[config.mk]
export PLATFORM = sky130hd
export DESIGN_NAME = uart_tx_responder
export DESIGN_NICKNAME = d
export VERILOG_FILES = /design/src/rtl/uart_tx_responder.sv
export SDC_FILE = /design/constraint.sdc
export NUM_CORES = 1
export LEC_CHECK = 0
export CELL_PAD_IN_SITES_DETAIL_PLACEMENT = 0
export CELL_PAD_IN_SITES_GLOBAL_PLACEMENT = 1
export CORE_MARGIN = 1
export CORE_UTILIZATION = 41
export CTS_BUF_LIST = sky130_fd_sc_hd__clkbuf_8 sky130_fd_sc_hd__clkbuf_16
export DETAILED_ROUTE_END_ITERATION = 7
export PLACE_DENSITY = 0.82
export SKIP_CTS_REPAIR_TIMING = 1
export SLEW_MARGIN = 5
export SYNTH_ARGS = -nofsm -noshare
export SYNTH_HDL_FRONTEND = slang
export SYNTH_SLANG_ARGS = --single-unit
[constraint.sdc]
create_clock -name clk -period 6.4 [get_ports clk]
set_clock_uncertainty 0.2 [all_clocks]
set_input_delay 0.96 -clock clk [delete_from_list [all_inputs] [get_ports clk]]
set_output_delay 0.96 -clock clk [all_outputs]
set_load 0.03 [all_outputs]
[src/rtl/uart_tx_responder.sv]
// UART 8N1 transmitter behind a write-only bus responder: byte writes to ADDR_TX are queued
// in a small FIFO and serialised; every accepted write gets an OK/ERROR response.
//
// state | meaning
// IDLE  | line high, waiting for a queued byte
// START | start bit (low) for CLKS_PER_BIT cycles
// DATA  | eight data bits, LSB first
// STOP  | stop bit (high); pops the next byte on its last cycle
module uart_tx_responder #(
   parameter int                   BUS_WIDTH    = 32,
   parameter int                   RESP_WIDTH   = 2,
   parameter logic [BUS_WIDTH-1:0] ADDR_TX      = 'h8004,
   parameter int                   FIFO_DEPTH   = 4,
   parameter int                   CLKS_PER_BIT = 4
) (
   input  logic                          clk,
   input  logic                          rst,
   input  logic                          dw_data_addr_valid,
   output logic                          dw_data_addr_ready,
   input  logic [BUS_WIDTH-1:0]          dw_addr,
   input  logic [BUS_WIDTH-1:0]          dw_data,
   input  logic [BUS_WIDTH/8-1:0]        dw_strobe,
   output logic                          dw_resp_valid,
   input  logic                          dw_resp_ready,
   output logic [RESP_WIDTH-1:0]         dw_resp,
   output logic                          uart_tx,
   output logic                          tx_busy,
   output logic [$clog2(FIFO_DEPTH):0]   fifo_level
);
   localparam int AW = $clog2(FIFO_DEPTH);
   localparam int CW = $clog2(CLKS_PER_BIT);
   localparam logic [RESP_WIDTH-1:0] RESP_OK  = '0;
   localparam logic [RESP_WIDTH-1:0] RESP_ERR = RESP_WIDTH'(1);

   typedef enum logic [1:0] {S_IDLE, S_START, S_DATA, S_STOP} state_t;

   state_t          state_q, state_d;
   logic [CW-1:0]   baud_q, baud_d;
   logic [2:0]      bit_q, bit_d;
   logic [7:0]      shift_q, shift_d;
   logic [AW:0]     wr_ptr_q, rd_ptr_q;
   logic [7:0]      mem_q [FIFO_DEPTH];
   logic            resp_valid_q;
   logic [RESP_WIDTH-1:0] resp_q;
   logic            hs, push, pop, fifo_empty, fifo_full, baud_last;
   logic            unused_bits;

   assign unused_bits = ^{dw_data[BUS_WIDTH-1:8], dw_strobe[BUS_WIDTH/8-1:1]};

   // Pointers carry an extra wrap bit so equal indices can mean either empty or full.
   assign fifo_empty = (wr_ptr_q == rd_ptr_q);
   assign fifo_full  = (wr_ptr_q[AW] != rd_ptr_q[AW]) &&
                       (wr_ptr_q[AW-1:0] == rd_ptr_q[AW-1:0]);
   assign fifo_level = wr_ptr_q - rd_ptr_q;

   assign dw_data_addr_ready = !resp_valid_q && !fifo_full;
   assign hs        = dw_data_addr_valid && dw_data_addr_ready;
   assign push      = hs && (dw_addr == ADDR_TX) && dw_strobe[0];
   assign baud_last = (baud_q == CW'(CLKS_PER_BIT - 1));

   assign dw_resp_valid = resp_valid_q;
   assign dw_resp       = resp_q;
   assign tx_busy       = (state_q != S_IDLE) || (fifo_level != '0);

   always_ff @(posedge clk or posedge rst) begin
      if (rst) begin
         resp_valid_q <= 1'b0;
         resp_q       <= RESP_OK;
      end else if (hs) begin
         resp_valid_q <= 1'b1;
         resp_q       <= push ? RESP_OK : RESP_ERR;
      end else if (dw_resp_ready) begin
         resp_valid_q <= 1'b0;
      end
   end

   always_ff @(posedge clk or posedge rst) begin
      if (rst) begin
         wr_ptr_q <= '0;
         rd_ptr_q <= '0;
      end else begin
         if (push) wr_ptr_q <= wr_ptr_q + 1'b1;
         if (pop)  rd_ptr_q <= rd_ptr_q + 1'b1;
      end
   end

   always_ff @(posedge clk) begin
      if (push) mem_q[wr_ptr_q[AW-1:0]] <= dw_data[7:0];
   end

   always_ff @(posedge clk or posedge rst) begin
      if (rst) begin
         state_q <= S_IDLE;
         baud_q  <= '0;
         bit_q   <= '0;
         shift_q <= '0;
      end else begin
         state_q <= state_d;
         baud_q  <= baud_d;
         bit_q   <= bit_d;
         shift_q <= shift_d;
      end
   end

   always_comb begin
      state_d = state_q;
      baud_d  = baud_q + CW'(1);
      bit_d   = bit_q;
      shift_d = shift_q;
      pop     = 1'b0;
      uart_tx = 1'b1;
      case (state_q)
         S_IDLE: begin
            baud_d = '0;
            if (!fifo_empty) begin
               pop     = 1'b1;
               shift_d = mem_q[rd_ptr_q[AW-1:0]];
               state_d = S_START;
            end
         end
         S_START: begin
            uart_tx = 1'b0;
            if (baud_last) begin
               baud_d  = '0;
               bit_d   = '0;
               state_d = S_DATA;
            end
         end
         S_DATA: begin
            uart_tx = shift_q[0];
            if (baud_last) begin
               baud_d = '0;
               if (bit_q == 3'd7) begin
                  state_d = S_STOP;
               end else begin
                  bit_d   = bit_q + 3'd1;
                  shift_d = {1'b0, shift_q[7:1]};
               end
            end
         end
         S_STOP: begin
            // Popping here keeps queued frames back to back with no idle gap.
            if (baud_last) begin
               baud_d = '0;
               if (!fifo_empty) begin
                  pop     = 1'b1;
                  shift_d = mem_q[rd_ptr_q[AW-1:0]];
                  state_d = S_START;
               end else begin
                  state_d = S_IDLE;
               end
            end
         end
         default: state_d = S_IDLE;
      endcase
   end
endmodule

======== Word-level counts from Yosys, hierarchy flattened ========
Memory sizes are Yosys's and may differ from the RTL's.
Cells that the tools add are included.
Widths: inputs -> output; s select.
operators by class
  add/subtract/negate cells ............... 5
  equal/unequal tests ..................... 15
  multiplexer cells ....................... 27
  reductions and logical operators ........ 18
operators by type and width
  operator              count
  $eq 32x16->1 const B  1
  $mux 8                4
  $pmux 8 s3            1
  $mux 2                6
  $ne 2x2->1 const B    6
  $add 3x1->3 const B   3
  $mux 3                3
  $mux 1                8
  $pmux 2 s4            1
  $reduce_and 4->1      2
  $eq 2x2->1 const B    3
  $pmux 3 s2            1
  $reduce_bool 2->1     3
  $reduce_bool 3->1     2
  $logic_and 1x1->1     5
  $reduce_and 5->1      1
  $pmux 1 s2            2
  $pmux 2 s2            1
  $eq 3x3->1            1
  $eq 3x3->1 const B    1
  $reduce_or 3->1       1
  $sub 3x3->3           1
  $add 2x1->2 const B   1
  $eq 2x1->1 const B    1
  5 further kinds       6
storage, ports and cells
  bits in registers ....................... 24
  memory bits (writable) .................. 32
  input bits .............................. 72
  memories ................................ 1
memories
  memory  words  width  read ports  clocked after Yosys merged registers in  wr ports  line  RTL
  mem_q   4      8      1           0                                        1         42    logic [7:0] mem_q [FIFO_DEPTH];

======== Longest topological paths before layout ========
  depth after elaboration ................. 9
  mapped depth ............................ 7

======== Least setup slack after synthesis ========
No wires, ideal clock.
  path kind ............................... register to output
  start point ............................. reg wr_ptr_q[0]
  end point ............................... out tx_busy
  arrival time ............................ 1.971 ns
  data required time ...................... 5.240 ns
  setup slack ............................. 3.269 ns
  stages on the path, launching flop included .. 6
  buffers on the path ..................... 0
  path through ............................ dfrtp_1 -> inv_1 -> ha_1 -> fa_1 -> xnor2_1 -> nand4b_1
between the ends
  word-level cells in the longest chain between the ends .. 3
RTL lines
  what                     line  RTL
  from (decl)              41    logic [AW:0] wr_ptr_q, rd_ptr_q;
  from (signal assigned)   82    if (push) wr_ptr_q <= wr_ptr_q + 1'b1;
  $sub 3x3->3              54    assign fifo_level = wr_ptr_q - rd_ptr_q;
  named net fifo_level[2]  28    output logic [$clog2(FIFO_DEPTH):0] fifo_level
  $reduce_bool 3->1        63    assign tx_busy = (state_q != S_IDLE) || (fifo_level != '0);
  $logic_or 1x1->1         63
  to (decl)                27    output logic tx_busy,
The timed path passes the listed nets, and every way through them passes these cells.

======== Worst setup path after layout ========
  start point ............................. reg rd_ptr_q[0]
  end point ............................... out tx_busy
between the ends
  word-level cells in the longest chain between the ends .. 3
RTL lines
  what                    line  RTL
  from (decl)             41
  from (signal assigned)  83    if (pop) rd_ptr_q <= rd_ptr_q + 1'b1;
  $sub 3x3->3             54
  $reduce_bool 3->1       63
  $logic_or 1x1->1        63
No other way between the ends.

==> impl_metrics.ini <==
[timing]
slew_viol_final = 0
fmax_ghz = 0.260
post-route-period-util_pct = 60.1
layout_setup_ws_ns = 2.56
period_minus_slack_ns = 3.84
worst_slew_pin_slew_ns = 0.905
setup-tns-final_ns = 0
rsz0062_at_grt = no
hold_viol_final = 0
setup_violations = 0
max-slew-margin-rel_pct = 39.6

[cts]
clock-sinks = 55
root_buffer = clkbuf_8
ctsLongestPathBuffers = 2
clk_pin_slew_ns = 0.11
clk-insertion-delay-late_ns = 0.32
cts_tree = yes
cts_inserted_buffers = 5
h-tree-depth = 2

[pwr]
leakagePower_nw = 1.30
p_per_area_mw_per_mm2 = 185
p_switching_mw = 0.149
pwr-share-comb_pct = 8.0
total_power_mw = 0.639
seq_power_share_pct = 59.0
internal-power_mw = 0.490
power_switching_share_pct = 23.3
vdd_drop_max_uv = 136
p_clk_share_pct = 32.9

[floorplan]
die_h_um = 84.1
rows = 29
io_pins = 81
start_util_pct = 43.1
die_x_um = 84.1
die_area_mm2 = 0.00708
core_area_mm2 = 0.00642

[drt]
via_count = 1680
ant_nets = 0
routed_wl_mm = 4.99
drt_pass1_iterations = 6
drtIter0Drc = 40
drc = 2
wire_per_inst_um = 15.8
viasPerCell = 5.32

[synth]
yosysTopAreaCell = edfxtp_1
synth_top_flop_cell = edfxtp_1
synth_common_cells = edfxtp_1 (32), dfrtp_1 (23), ha_1 (15), mux2_2 (15), inv_1 (10)
synthCells = 183
ys_top_cells_by_area = edfxtp_1 (35%), dfrtp_1 (21%), ha_1 (6.8%)
ys_seq_area_share_pct = 55.6
yosysMostFrequentCell = edfxtp_1
synth-edff-count = 32
synthDistinctLibCells = 41
synth_seq_cells = 55
ys_warn_count = 0
async_reset_ff_share_pct = 41.8
synth.net_count = 271
netlist_area_mm2 = 0.00277
yosysTopAreaCellShare_pct = 34.8
syn_avg_cell_area_um2 = 15.1

[min_path]
min_path_cells = 1
hold_end = baud_q[0]$_DFF_PP0_
holdCritStartpoint = baud_q[0]$_DFF_PP0_
min_path_type = reg -> reg

[critical_path]
reg2reg_to = mem_q[1][5]$_DFFE_PP_
r2r_cells = 5
cp.required_ns = 5.24
r2r-start = rd_ptr_q[0]$_DFFE_PP0P_
cp-start-kind = register
r2r_slack_ns = 3.58
arrival_ns = 2.68
worstSetupPathType = reg -> out
cp-end-kind = primary output
path_max_fanout = 11

[layout]
area_delta_synth_final_pct = 25.0
diodes = 0
multi_input_area_mm2 = 0.00116
final_layout_size_suffix_gt1_share_pct = 19.2
nets = 326
final_cell_count_no_fill = 316
regArea_mm2 = 0.00154
fill_cells = 538
final_util_pct = 53.8

[global_route]
antenna_found_initial = 0
grt_pass1_wl_mm = 8.50
grt_max_degree = 24
grt_overflow = 0
grtUsageTotal_pct = 15.6
grt_pass1_vias = 1750

[place]
dp_hpwl_mm = 3.78
numPortBuffers = 52
dp_cells = 308
place_congestion = 0.704
pre_cts_slack_ns = 2.87

[status]
outcome = finished, violations left
violations = DRC

[run]
cap_violations = 0
-- cell usage in the layout, fill, tap and decap left out, drive strengths merged, types with 3 or more instances in the layout --
cell,Yosys,layout
and2,5,5
nor2,7,7
o21ai,6,6
clkbuf,2,5
ha,15,15
mux2,16,16
nand2,7,7
clkdlybuf4s50,0,52
nor2b,5,5
a22o,5,5
nand4,4,4
dfrtp,23,23
a21oi,3,3
inv,10,12
mux4,8,8
xnor2,4,4
edfxtp,32,32
nor4b,6,6
nor4,7,7
-- registers in the layout (all words and copies together), names as in the netlist --
signal	cells
mem_q	32
shift_q	8
bit_q	3
rd_ptr_q	3
wr_ptr_q	3
baud_q	2
state_q	2
dw_resp	1
dw_resp_valid	1
-- power groups by stage --
stage	combinational, mW	clock (mW)	sequential (mW)
final	0.0513	0.211	0.377
after global routing	0.0548	0.227	0.377
after CTS	0.0519	0.214	0.377
after detailed placement	0.0517	0	0.385
after global placement	0.0507	0	0.385
after floorplan	0.0117	0	0.387
-- how the worst max path moves through the flow --
stage                                  startpoint  endpoint  slack (ns)
final                     rd_ptr_q[0]$_DFFE_PP0P_   tx_busy        2.56
after global placement    rd_ptr_q[0]$_DFFE_PP0P_   tx_busy        2.89
after floorplan           wr_ptr_q[0]$_DFFE_PP0P_   tx_busy        3.27
after detailed placement  rd_ptr_q[0]$_DFFE_PP0P_   tx_busy        2.87
after global routing      rd_ptr_q[0]$_DFFE_PP0P_   tx_busy        2.40
after CTS                 rd_ptr_q[0]$_DFFE_PP0P_   tx_busy        2.52
-- per-stage QoR --
step / cell area (um2) / hold WS, ns
finish: 3460 / 0.250
detailed placement: 3360 / 0.237
global route: 3460 / 0.272
floorplan: 2770 / 0.215
CTS: 3460 / 0.252
global placement: 3360 / 0.226
-- layout make-up --
class,count,share of cell area (%)
well taps,77,2.79
inverters,10,1.09
clock buffers,5,1.99
clock inverters,3,0.905
repair buffers,52,15.1
multi-input cells,114,33.7
flip-flops and latches,55,44.5
-- critical path: stages (launching register included) --
cell,delay [ns]
dfrtp_1,0.63
ha_1,0.32
fa_1,0.38
xnor2_1,0.23
nand4b_1,0.14
clkdlybuf4s50_1,0.67
-- cells by family (layout without fill, tap and decap cells) --
group / after synthesis / in the layout / share of synthesized area (%)
muxes: 24 / 24 / 13.2
and+or+nand+nor: 45 / 45 / 11.9
buffers and inverters: 14 / 70 / 2.31
xor gates and xnor gates: 6 / 6 / 2.58
AOI/OAI and AO/OA: 22 / 22 / 6.83
DFF: 55 / 55 / 55.6
adders and majority gates: 16 / 16 / 7.51
other: 1 / 1 / 0.136
-- routing by layer --
layer	vias to the layer above	wire, um	track usage (%)
li1	803	-	-
met1	849	2250	19.8
met2	24	2560	27.2
met3	4	131	2.87
met4	0	52	5.17
met5	-	0	0
(Power assumes the default switching activity.)
